===== src/rtl/gb_ext_regfile_pkg.sv =====
// Shared defaults and reset-value helper for the ghostbus external register file.
package gb_ext_pkg;

    localparam int unsigned DEFAULT_AW     = 4;
    localparam int unsigned DEFAULT_DW     = 8;
    localparam logic [3:0]  RST_NIBBLE     = 4'hb;
    localparam int unsigned RST_WORD_MAX_W = 32;

    // Reset word for index: {index[3:0], RST_NIBBLE}, zero above bit 7, cut to width.
    function automatic logic [RST_WORD_MAX_W-1:0] rst_word(input int unsigned index,
                                                           input int unsigned width);
        logic [RST_WORD_MAX_W-1:0] w;
        logic [3:0]                nib;
        nib    = 4'(index);
        w      = '0;
        w[7:0] = {nib, RST_NIBBLE};
        for (int unsigned b = 0; b < RST_WORD_MAX_W; b++) begin
            if (b >= width) w[b] = 1'b0;
        end
        return w;
    endfunction

endpackage


===== src/rtl/gb_ext_regfile_if.sv =====
// Extmod-style bus between a ghostbus host and the external register file.
interface gb_ext_regfile_if #(
    parameter int aw = gb_ext_pkg::DEFAULT_AW,
    parameter int dw = gb_ext_pkg::DEFAULT_DW
) ();

    logic [aw-1:0] addr;
    logic [dw-1:0] din;
    logic [dw-1:0] dout;
    logic          we;

    modport master (output addr, output din, output we, input  dout);
    modport slave  (input  addr, input  din, input  we, output dout);

endinterface


===== src/rtl/gb_ext_regfile_mem_array.sv =====
// Flop storage array with asynchronous reset-to-pattern and a single write port.
module gb_ext_mem_array
    import gb_ext_pkg::*;
#(
    parameter int aw          = DEFAULT_AW,
    parameter int dw          = DEFAULT_DW,
    parameter int RST_PATTERN = 1
) (
    input  logic                         clk,
    input  logic                         rst_n,
    input  logic                         we_i,
    input  logic [aw-1:0]                addr_i,
    input  logic [dw-1:0]                din_i,
    output logic [(2**aw)-1:0][dw-1:0]   mem_o
);

    localparam int DEPTH = 2 ** aw;

    for (genvar i = 0; i < DEPTH; i++) begin : g_word
        localparam logic [dw-1:0] RST_VAL = (RST_PATTERN != 0) ? dw'(rst_word(i, dw)) : '0;

        logic [dw-1:0] word_q;

        // Reset dominates, so a write coinciding with rst_n low is dropped.
        always_ff @(posedge clk or negedge rst_n) begin
            if (!rst_n) begin
                word_q <= RST_VAL;
            end else if (we_i && (addr_i == aw'(i))) begin
                word_q <= din_i;
            end
        end

        assign mem_o[i] = word_q;
    end

endmodule


===== src/rtl/gb_ext_regfile.sv =====
// External register file: 2**aw words of dw bits, synchronous write, registered read.
module gb_ext_regfile
    import gb_ext_pkg::*;
#(
    parameter int aw          = DEFAULT_AW,
    parameter int dw          = DEFAULT_DW,
    parameter int RST_PATTERN = 1
) (
    input  logic            clk,
    input  logic            rst_n,
    gb_ext_regfile_if.slave bus
);

    logic [(2**aw)-1:0][dw-1:0] mem;
    logic [dw-1:0]              dout_q;
    logic [dw-1:0]              dout_d;

    gb_ext_mem_array #(
        .aw          (aw),
        .dw          (dw),
        .RST_PATTERN (RST_PATTERN)
    ) u_mem (
        .clk    (clk),
        .rst_n  (rst_n),
        .we_i   (bus.we),
        .addr_i (bus.addr),
        .din_i  (bus.din),
        .mem_o  (mem)
    );

    // Reads the pre-edge array, giving read-before-write on a same-address write.
    always_comb begin
        dout_d = mem[bus.addr];
    end

    always_ff @(posedge clk or negedge rst_n) begin
        if (!rst_n) begin
            dout_q <= '0;
        end else begin
            dout_q <= dout_d;
        end
    end

    assign bus.dout = dout_q;

endmodule


===== src/flat_wrapper.sv =====
// flat-port wrapper written by rule: the top's interface ports become plain ports
module gb_ext_regfile_flat import gb_ext_pkg::*;
#(
    parameter int aw          = DEFAULT_AW,
    parameter int dw          = DEFAULT_DW,
    parameter int RST_PATTERN = 1
)
  (clk, rst_n, bus_addr, bus_din, bus_we, bus_dout);
  gb_ext_regfile_if #(.aw(aw), .dw(dw)) bus_i ();
  input  logic clk;
  input  logic rst_n;
  input wire logic [$bits(bus_i.addr)-1:0] bus_addr;
  input wire logic [$bits(bus_i.din)-1:0] bus_din;
  input wire logic [$bits(bus_i.we)-1:0] bus_we;
  output wire logic [$bits(bus_i.dout)-1:0] bus_dout;
  assign bus_i.addr = bus_addr;
  assign bus_i.din = bus_din;
  assign bus_i.we = bus_we;
  assign bus_dout = bus_i.dout;
  gb_ext_regfile #(.aw(aw), .dw(dw), .RST_PATTERN(RST_PATTERN)) u_core (.clk(clk), .rst_n(rst_n), .bus(bus_i));
endmodule

===== config.mk =====
export PLATFORM = sky130hd
export DESIGN_NAME = gb_ext_regfile_flat
export DESIGN_NICKNAME = d
export VERILOG_FILES = /design/src/rtl/gb_ext_regfile_pkg.sv /design/src/rtl/gb_ext_regfile_if.sv /design/src/rtl/gb_ext_regfile_mem_array.sv /design/src/rtl/gb_ext_regfile.sv /design/src/flat_wrapper.sv
export SDC_FILE = /design/constraint.sdc
export NUM_CORES = 1
export LEC_CHECK = 0
export BUFFER_PORTS_ARGS = -buffer_cell sky130_fd_sc_hd__buf_2
export CORE_AREA = 10 10 128 130
export DETAILED_ROUTE_END_ITERATION = 16
export DIE_AREA = 0 0 138 140
export PLACE_DENSITY = 0.63
export REMOVE_ABC_BUFFERS = 1
export SLEW_MARGIN = 20
export SYNTH_ARGS = -nofsm -noshare
export SYNTH_HDL_FRONTEND = slang
export SYNTH_SLANG_ARGS = --single-unit

===== constraint.sdc =====
create_clock -name clk -period 3.5 [get_ports clk]
set_clock_uncertainty 0.1 [all_clocks]
set_input_delay 0.7 -clock clk [delete_from_list [all_inputs] [get_ports clk]]
set_output_delay 0.7 -clock clk [all_outputs]
set_load 0.02 [all_outputs]

# Yosys cells after proc, flatten, opt, wreduce, memory -nomap -nowiden
# Index checks and enable logic that the tools add are counted.
# totals
register_bits	136
inputBits	15
out_inout_bits	8
wordCells	52
# op_classes
magnitude_cmp	1
eq_ne	15
n_mux	2
reduce_logical	17
# ops
cell	n
binary-select mux 8 bit (select 4 bit)	1
== test 4 bit, second input constant	8
== test 4 x 3 -> 1 bit, second input constant	4
logical AND 1 bit	16
== test 4 x 2 -> 1 bit, second input constant	2
two-way mux 8 bit	1
< comparator 4 x 5 -> 1 bit, second input constant	1
== test 4 x 1 -> 1 bit, second input constant	1
zero test 4 bit	1

# Logic depth before layout (Yosys ltp)
# Gate-level depths: netlist of run 1.
# depth
depth_word	2
depth_mapped	5
mapped_depth_nobuf	3

# Modules after synthesis
# From an unflattened synthesis of run 1, not the netlist that was laid out.
# hier_totals
hier_cells	372
area_unflattened_um2	6277.3
# by_module_without_submodules
module	instances	cells_per_inst	area_per_inst_um2	seq_area_each_um2
gb_ext_mem_array	1	294	5043.6	3303.2
gb_ext_regfile	1	78	1233.7	200.2

# Worst setup path after synthesis of run 1
# Ideal clock, no wire load.
# synth_path
path_kind	input -> register
from	input port bus_addr[1]
to	register u_core.dout_q[5], in the netlist u_core.bus.dout[5]
setup_time_ns	0.124
t_arrival_ns	1.742
required_time_ns	3.276
setup_slack_ns	1.534
stages	5
n_path_buf	2
path_cell_list	buf_2 > clkbuf_1 > mux4_2 > a22oi_1 > nand2_1
# synth_between
elab_chain_cells	2
# synth_lines
item	line_no	rtl
start: declaration	flat_wrapper.sv:12	input wire logic [$bits(bus_i.addr)-1:0] bus_addr;
binary-select mux 8 bit (select 4 bit)	gb_ext_regfile.sv:33	dout_d = mem[bus.addr];
two-way mux 8 bit (not written as such)	gb_ext_regfile.sv:33	
named net u_core.dout_d[5]	gb_ext_regfile.sv:16	logic [dw-1:0] dout_d;
end signal: assignment	gb_ext_regfile.sv:40	dout_q <= dout_d;
end: declaration	gb_ext_regfile.sv:15	logic [dw-1:0] dout_q;
# The timed path passes the listed nets, and every way through them passes these cells. The select of a mux whose other input is x is not followed.
# A chain may end at the register's enable or synchronous reset.

# Worst setup path in the final report of run 1
# layout_path
from	input port bus_addr[0]
to	register u_core.dout_q[4], in the netlist u_core.bus.dout[4]
# Same word-level chain as after synthesis.

==> results of run 1 <==
-- logic make-up (layout without fill, tap and decap cells) --
logic type / count (synthesis) / count (layout) / synth area share
compound gates: 16 / 16 / 0.0197
buf+inv: 24 / 63 / 0.0195
simple gates: 36 / 36 / 0.0330
flops: 136 / 136 / 0.574
mux: 160 / 160 / 0.354
-- power breakdown --
group | switching, mW | total, mW | internal, mW
registers | 0.183 | 2.28 | 2.10
clock network | 0.636 | 1.72 | 1.08
logic | 0.303 | 0.759 | 0.456
-- per-stage QoR --
stage	hold WS [ns]	total power [mW]
floorplan	0.304	2.79
global placement	0.382	3.03
detailed placement	0.392	3.07
CTS	0.296	4.80
global route	0.333	4.97
finish	0.274	4.76
-- layout by cell type, fill, tap and decap left out, types with 3 or more instances in the layout --
cell       count
clkbuf_16     17
clkbuf_8       6
buf_4          9
buf_2         21
dfrtp_1       56
nand2b_1       3
dfstp_2       80
mux4_2        32
or3_1          3
nand3b_1       3
nand2_1        9
clkinv_2       4
a22oi_1       16
mux2_2       127
nor2_2         9
-- metal layers --
layer | track usage | up-vias | share of wire
li1 | - | 1446 | -
met1 | 0.191 | 1804 | 0.48
met2 | 0.217 | 59 | 0.47
met3 | 0.0358 | 20 | 0.030
met4 | 0.0616 | 0 | 0.016
met5 | 0 | - | 0
-- worst max-delay path: cells and delay by family --
family / cells / cell delay (ns)
AO/OA/AOI/OAI: 1 / 0.25
buffers and inverters: 2 / 0.78
multiplexers: 1 / 0.53
AND/OR/NAND/NOR: 1 / 0.11
-- sequential cells by signal, summed over array words and instances, names as in the netlist --
signal,cells
u_core.bus.dout,8
u_core.u_mem.g_word.word_q,128
-- worst min-delay path by stage --
stage                                           startpoint                               end  slack, ns
after floorplan                                      rst_n                u_core.bus.dout[0]       0.30
after global placement    u_core.u_mem.g_word[2].word_q[2]  u_core.u_mem.g_word[2].word_q[2]       0.38
after detailed placement  u_core.u_mem.g_word[1].word_q[2]  u_core.u_mem.g_word[1].word_q[2]       0.39
after CTS                                            rst_n  u_core.u_mem.g_word[2].word_q[6]       0.30
after global routing                                 rst_n  u_core.u_mem.g_word[2].word_q[6]       0.33
final                                                rst_n  u_core.u_mem.g_word[2].word_q[6]       0.27
-- final cells by class --
type	count	area, um2	area share
Timing Repair Buffer	31	193	0.0276
Multi-Input combinational cell	212	2480	0.356
Clock buffer	25	515	0.0738
Tap cell	180	225	0.0322
Clock inverter	7	65.1	0.00931
Sequential cell	136	3500	0.502
==> results.yml, run 1 <==
synth:
  synth_cell_types: 23
  synth.most_common_cell: "mux2_2"
  synth_edf_count: 0
  synthTopCellsByCount: "127 x mux2_2, 80 x dfstp_2, 56 x dfrtp_1, 32 x mux4_2, 16 x a22oi_1"
  ys_seq_area_frac: 0.574
  synth_area_per_cell_um2: 16.4
  yosys_most_used_dff: "dfstp_2"
  synth_area_leader_cell: "dfstp_2"
  synth_top_area_frac: 0.344
  synth-seq-cells: 136
  yosysWarningCount: 0
  syn_inst: 372
  netlist_area_um2: 6110
  synth_async_sr_flop_share: 1.00
  yosys-top-cells-area: "dfstp_2 34%, mux2_2 23%, dfrtp_1 23%"
clock_tree:
  cts.clk_slew.worst_paths_ns: 0.06
  cts_sinks: 136
  insertion_delay_ns: 0.42
  post_cts_resized: 0
  root_buffer: "clkbuf_16"
  cts-buffers-inserted: 17
  postCtsSetupRepairBufs: 0
  clockBufferDepth: 2
  hold_buffers: 0
  htreeDepth: 4
  cts_tree: "done"
global_route:
  globalRouteTotalUtil: 0.143
  grt-ovfl-total: 0
  grt_pass1_wl_um: 21500
  grt_max_degree: 65
  grt_antenna_before_repair: 0
  grt_pass1_vias: 3585
timing:
  finalCritPeriodShare: 0.630
  grt_setup_unrepaired: "no"
  fmax_ghz: 0.453
  fin_crit_ns: 2.21
  tightest_slew_ns: 0.903
  final_hold_viol_count: 0
  finalSetupViolations: 0
  worst_slack_ns: 1.29
  fin_setup_tns_ns: 0
  relSlewSlack: 0.397
  maxSlewViolCount: 0
setup_path:
  end_kind: "register"
  r2r_cells: 3
  crit_path_max_fanout: 20
  critPathCapture: "u_core.bus.dout[4]"
  rrSetupSlack_ns: 2.00
  timing.rr.start: "u_core.u_mem.g_word[0].word_q[4]"
  arrival_ns: 2.39
  crit_chain: "buf_2 -> buf_4 -> mux4_2 -> a22oi_1 -> nand2_1"
  start_kind: "input pin"
  startpoint: "bus_addr[0]"
  timing.rr.end: "u_core.bus.dout[4]"
  slowest_delay_ns: 0.53
  path_class: "in2reg"
  worstPathRequired_ns: 3.68
  crit_path_top_delay_cell: "mux4_2"
hold_path:
  worstHoldPathType: "in2async"
floorplanning:
  die_x_um: 138
  start_util: 0.443
  die_h_um: 140
  coreArea_um2: 13800
  num_io_pins: 23
  std_cell_rows: 43
  die_area_um2: 19300
run:
  drv_cap: 0
cells_and_area:
  area_growth_pct: 14.4
  final.fill_count: 1174
  num_antenna_cells: 0
  fin_area_um2: 6990
  fin_cells: 591
  postLayoutCoreUtil: 0.507
  nNetsFinal: 413
  drive_gt1_frac: 0.754
detailed_routing:
  num_vias: 3329
  firstDrtPassIters: 4
  wl_per_cell_um: 22.6
  drcViolationCount: 0
  via_per_inst: 5.63
  drt_iter0_markers: 210
  antenna_left: 0
  drt-total-wl_um: 13400
place:
  dpl_cell_area_um2: 6400
  dp.cells: 559
  dp_hpwl_um: 8670
  place.gp.congestion: 0.754
  pre_cts_slack_ns: 0.830
  io_buffers: 22
status:
  outcome: "completed"
power_and_ir_drop:
  p_leak_nw: 2.82
  power.density_nw_per_um2: 681
  ir_worst_vdd_mv: 0.364
Note: power is estimated with default switching activity, not from simulation.
==> run 2: changes to the inputs <==
Settings changed: PLACE_DENSITY 0.63 to 0.66.
Clock period 3.5 ns to 1.95 ns, I/O delays scaled along.
==> run 2 against run 1 <==
  * Via count grew 2.7%
  * Flip-flop and latch count unchanged
  * Cell area rose by 5.1%
  * Clock power is 95% higher
  * Hold slack better by 0.086 ns
  * Register-to-register slack worse by 1.6 ns
  * First-iteration DRC count fell by 28%
  * Routed wire length is 1.7% higher
  * Total power up 87%
  * Non-clock buffer count is 23 higher
  * Sequential power is 80% higher
  * Global-route usage up 0.31 points
  * Critical path type unchanged
  * Highest routed layer unchanged
==> results.yml, run 2 (synthesized netlist as in run 1, its figures left out) <==
status:
  outcome: "completed"
setup_path:
  r2r_cells: 3
  timing.rr.start: "u_core.u_mem.g_word[2].word_q[6]"
  timing.rr.end: "u_core.bus.dout[6]"
  path_class: "in2reg"
  rrSetupSlack_ns: 0.45
  end_kind: "register"
  start_kind: "input pin"
  arrival_ns: 1.76
  worstPathRequired_ns: 2.13
  crit_path_max_fanout: 12
place:
  pre_cts_slack_ns: -0.0861
  io_buffers: 22
  place.gp.congestion: 0.782
  dp_hpwl_um: 9240
timing:
  grt_setup_unrepaired: "no"
  finalSetupViolations: 0
  fin_crit_ns: 1.58
  maxSlewViolCount: 0
  worst_slack_ns: 0.369
  finalCritPeriodShare: 0.811
  relSlewSlack: 0.481
  fmax_ghz: 0.632
  tightest_slew_ns: 0.777
  fin_hold_ws_ns: 0.360
  final_hold_viol_count: 0
detailed_routing:
  drt_iter0_markers: 151
  firstDrtPassIters: 4
  num_vias: 3420
  via_per_inst: 5.57
  antenna_left: 0
  drt-total-wl_um: 13600
  wl_per_cell_um: 22.2
  drcViolationCount: 0
clock_tree:
  cts_sinks: 136
  postCtsSetupRepairBufs: 0
  root_buffer: "clkbuf_16"
  cts-buffers-inserted: 17
  insertion_delay_ns: 0.42
  htreeDepth: 4
  post_cts_resized: 0
  cts.clk_slew.worst_paths_ns: 0.06
  cts_tree: "done"
  hold_buffers: 1
  clockBufferDepth: 2
hold_path:
  whs_endpoint: "u_core.u_mem.g_word[5].word_q[2]"
  min_path_cells: 2
  worstHoldPathType: "in2reg"
  hold_start: "bus_din[2]"
floorplanning:
  start_util: 0.443
  die_h_um: 140
  std_cell_rows: 43
  num_io_pins: 23
  die_area_um2: 19300
  coreArea_um2: 13800
  die_x_um: 138
cells_and_area:
  largest_reg_flops: 128
  final_common_cell: "mux2_2"
  num_antenna_cells: 0
  layout_common_cells: "127 x mux2_2, 80 x dfstp_2, 56 x dfrtp_1"
  top_register: "u_core.u_mem.g_word.word_q"
  postLayoutCoreUtil: 0.533
  area_growth_pct: 20.3
  nNetsFinal: 436
  drive_gt1_frac: 0.767
global_route:
  grt_antenna_before_repair: 0
  grt-ovfl-total: 0
  grt_max_degree: 95
  grt_pass1_vias: 3791
  grt_pass1_wl_um: 22200
  globalRouteTotalUtil: 0.146
power_and_ir_drop:
  total_power_mw: 8.88
  ir_worst_vdd_mv: 0.567
  p_leak_nw: 3.00
  power.density_nw_per_um2: 1210
run:
  drv_cap: 0
## run 2: cell types whose count changed in the layout (fill, tap and decap cells not counted)
cell,before,now
clkinvlp_4,2,0
buf_12,1,12
dlygate4sd3_1,0,1
clkbuf_1,2,1
bufinv_16,1,3
clkinv_2,4,5
buf_4,9,20
## run 2: cell type report
| type | count | area [um2] |
|---|---|---|
| fillers | 1145 | 6430 |
| well taps | 180 | 225 |
| flip-flops and latches | 136 | 3500 |
| clock inverters | 8 | 115 |
| clock buffers | 24 | 512 |
| repair buffers | 54 | 505 |
| multi-input cells | 212 | 2480 |
## run 2: worst max-delay path by stage
stage                      from                                to  slack [ns]  cells after the start
floorplan           bus_addr[2]  u_core.u_mem.g_word[3].word_q[2]        0.31                      3
CTS                 bus_addr[0]                u_core.bus.dout[6]        0.36                      6
detailed placement  bus_addr[0]                u_core.bus.dout[6]       -0.09                      6
global placement    bus_addr[0]                u_core.bus.dout[6]       -0.05                      6
global route        bus_addr[0]                u_core.bus.dout[1]        0.32                      6
finish              bus_addr[0]                u_core.bus.dout[1]        0.37                      6
## run 2: worst max-delay path, cell delays in order
cell and delay [ns]:
buf_2 0.14, buf_12 0.17, buf_12 0.14, mux4_2 0.48, a22oi_1 0.31, nand2_1 0.12
## run 2: report_power, final
group / switching (mW) / internal (mW)
combinational: 0.557 / 0.851
sequential: 0.347 / 3.76
clock: 1.16 / 2.20
total: 2.06 / 6.82
## run 2: metrics by stage
stage	cells	TNS, ns	area [um2]
CTS	614	0	7340
global placement	581	-0.0921	6710
floorplan	348	0	5990
finish	614	0	7340
detailed placement	581	-0.114	6710
global route	614	0	7340
## run 2: metal layers
metal	global-route usage	share of wire
met1	0.183	0.45
met2	0.242	0.51
met3	0.0308	0.025
met4	0.0577	0.017
met5	0	0
==> run 3: changes to the inputs <==
Settings changed: ABC_AREA set to 1, CORE_AREA 10 10 128 130 to 10 10 130 132, DIE_AREA 0 0 138 140 to 0 0 140 142, PLACE_DENSITY 0.66 to 0.64.
Clock period 1.95 ns to 1.6 ns, I/O delays scaled along.
==> run 3 against run 2 <==
  * Non-clock buffer count grew 20
  * Highest routed layer unchanged
  * Largest power group unchanged
  * Synthesized cell count grew 130%
  * Critical path depth shrank 5
  * Register-to-register slack lost 0.03 ns
==> results.yml, run 3 <==
detailed_routing:
  antenna_left: 0
  firstDrtPassIters: 5
  wl_per_cell_um: 14.7
  drcViolationCount: 0
  num_vias: 5261
  drt-total-wl_um: 15900
  drt_iter0_markers: 350
  via_per_inst: 4.87
timing:
  fmax_ghz: 0.718
  fin_setup_tns_ns: 0
  grt_setup_unrepaired: "no"
  final_hold_viol_count: 0
  tightest_slew_ns: 0.382
  finalSetupViolations: 0
  relSlewSlack: 0.745
  fin_hold_ws_ns: 0.242
  finalCritPeriodShare: 0.871
  maxSlewViolCount: 0
  fin_crit_ns: 1.39
setup_path:
  crit_path_max_fanout: 1
  timing.rr.end: "u_core.bus.dout[0]"
  slowest_delay_ns: 0.38
  crit_path_top_delay_cell: "dfrtp_1"
  r2r_cells: 8
  timing.rr.start: "u_core.u_mem.g_word[13].word_q[0]"
  critPathTopFamily: "flip-flops"
  arrival_ns: 0.97
  worstPathRequired_ns: 1.18
  rrSetupSlack_ns: 0.42
  cp_num_buf_inv: 1
  crit_chain: "buf_2"
  end_kind: "output port"
  path_class: "reg2out"
  start_kind: "register"
cells_and_area:
  largest_reg_flops: 128
  nNetsFinal: 899
  final_common_cell: "nand2_1"
  layout_common_cells: "434 x nand2_1, 80 x dfstp_2, 56 x dfrtp_1"
  drive_gt1_frac: 0.216
  top_register: "u_core.u_mem.g_word.word_q"
  num_antenna_cells: 0
  area_growth_pct: 19.4
  postLayoutCoreUtil: 0.530
power_and_ir_drop:
  p_sw_mw: 2.85
  power_frac_clock: 0.384
  switching_share: 0.265
  p_int_mw: 7.89
  seqPwrFrac: 0.455
  ir_worst_vdd_mv: 1.03
  p_leak_nw: 3.81
  combPwrFrac: 0.161
  power.density_nw_per_um2: 1410
synth:
  synth_top_area_frac: 0.331
  yosys-top-cells-area: "dfstp_2 33%, nand2_1 26%, dfrtp_1 22%"
  synth_cell_types: 17
  synthTopCellsByCount: "434 x nand2_1, 80 x dfstp_2, 56 x dfrtp_1, 50 x nor2_1, 48 x a21oi_1"
  netlist_area_um2: 6360
  syn_inst: 838
  synth_async_sr_flop_share: 1.00
  synth.most_common_cell: "nand2_1"
  ys_seq_area_frac: 0.551
  yosysWarningCount: 0
  synth_edf_count: 0
  synth_area_per_cell_um2: 7.58
  synth_area_leader_cell: "dfstp_2"
  synth-seq-cells: 136
  yosys_most_used_dff: "dfstp_2"
hold_path:
  worstHoldPathType: "in2async"
clock_tree:
  root_buffer: "clkbuf_16"
  cts_sinks: 136
  post_cts_resized: 0
  cts.clk_slew.worst_paths_ns: 0.06
  cts_tree: "done"
  cts-buffers-inserted: 17
  clockBufferDepth: 2
  insertion_delay_ns: 0.42
  htreeDepth: 4
  postCtsSetupRepairBufs: 0
global_route:
  grt_pass1_wl_um: 26900
  grt-ovfl-total: 0
  globalRouteTotalUtil: 0.167
  grt_antenna_before_repair: 0
  grt_pass1_vias: 5309
  grt_max_degree: 43
floorplanning:
  coreArea_um2: 14300
  num_io_pins: 23
  die_x_um: 140
  die_area_um2: 19900
  start_util: 0.444
  die_h_um: 142
  std_cell_rows: 44
place:
  place.gp.congestion: 0.822
  dp_hpwl_um: 10400
  io_buffers: 22
run:
  drv_cap: 0
status:
  outcome: "completed"
==> run 3: area by class of cell <==
type / count / area, um2
flip-flops and latches: 136 / 3500
multi-input cells: 624 / 2540
fillers: 1401 / 6730
clock buffers: 25 / 515
repair buffers: 74 / 572
clock inverters: 7 / 113
well taps: 184 / 230
inverters: 31 / 116
==> run 3: stage by stage <==
step | power [mW] | instance area, um2 | worst slack, ns | cells
finish | 10.7 | 7590 | 0.206 | 1081
detailed placement | 6.66 | 6950 | 0.0109 | 1048
global route | 11.4 | 7590 | 0.186 | 1081
global placement | 6.61 | 6950 | 0.0259 | 1048
floorplan | 6.02 | 6160 | -0.312 | 791
CTS | 10.8 | 7590 | 0.191 | 1081
==> run 3: power groups by stage <==
stage / logic, mW / registers [mW] / clock network [mW]
final: 1.73 / 4.88 / 4.12
after global routing: 2.05 / 4.99 / 4.33
after CTS: 1.76 / 4.88 / 4.20
after detailed placement: 1.74 / 4.92 / 0
after global placement: 1.70 / 4.92 / 0
after floorplan: 1.15 / 4.88 / 0
==> run 3: kinds of logic (layout without fill, tap and decap cells) <==
logic type	count (synthesis)	after routing	share of synthesized area
AND/OR/NAND/NOR	496	496	0.298
flip-flops	136	136	0.551
AO/OA/AOI/OAI	128	128	0.101
buffers and inverters	78	137	0.0496
==> run 3: repair_timing <==
action / 4_1_cts / 5_1_grt
endpoints found under the hold margin: 64 / 0
hold buffers: 1 / 0
endpoints found under the setup margin: 0 / 0
==> run 3: how the worst max path moves through the flow <==
| stage | start | to | cells after the start |
|---|---|---|---|
| 6_report | u_core.bus.dout[5] | bus_dout[5] | 1 |
| 5_1_grt | u_core.bus.dout[5] | bus_dout[5] | 1 |
| 4_1_cts | u_core.bus.dout[5] | bus_dout[5] | 1 |
| 3_5_place_dp | bus_addr[0] | u_core.u_mem.g_word[15].word_q[2] | 7 |
| 3_3_place_gp | bus_addr[0] | u_core.u_mem.g_word[3].word_q[6] | 7 |
| 2_1_floorplan | bus_addr[0] | u_core.u_mem.g_word[6].word_q[0] | 5 |
==> run 3: routing by layer <==
metal  GRT usage  share of wire  vias up
met2       0.280           0.49       73
met4      0.0446         0.0092        0
li1            -              -     2693
met3      0.0350          0.032       11
met5           0              0        -
met1       0.214           0.47     2484
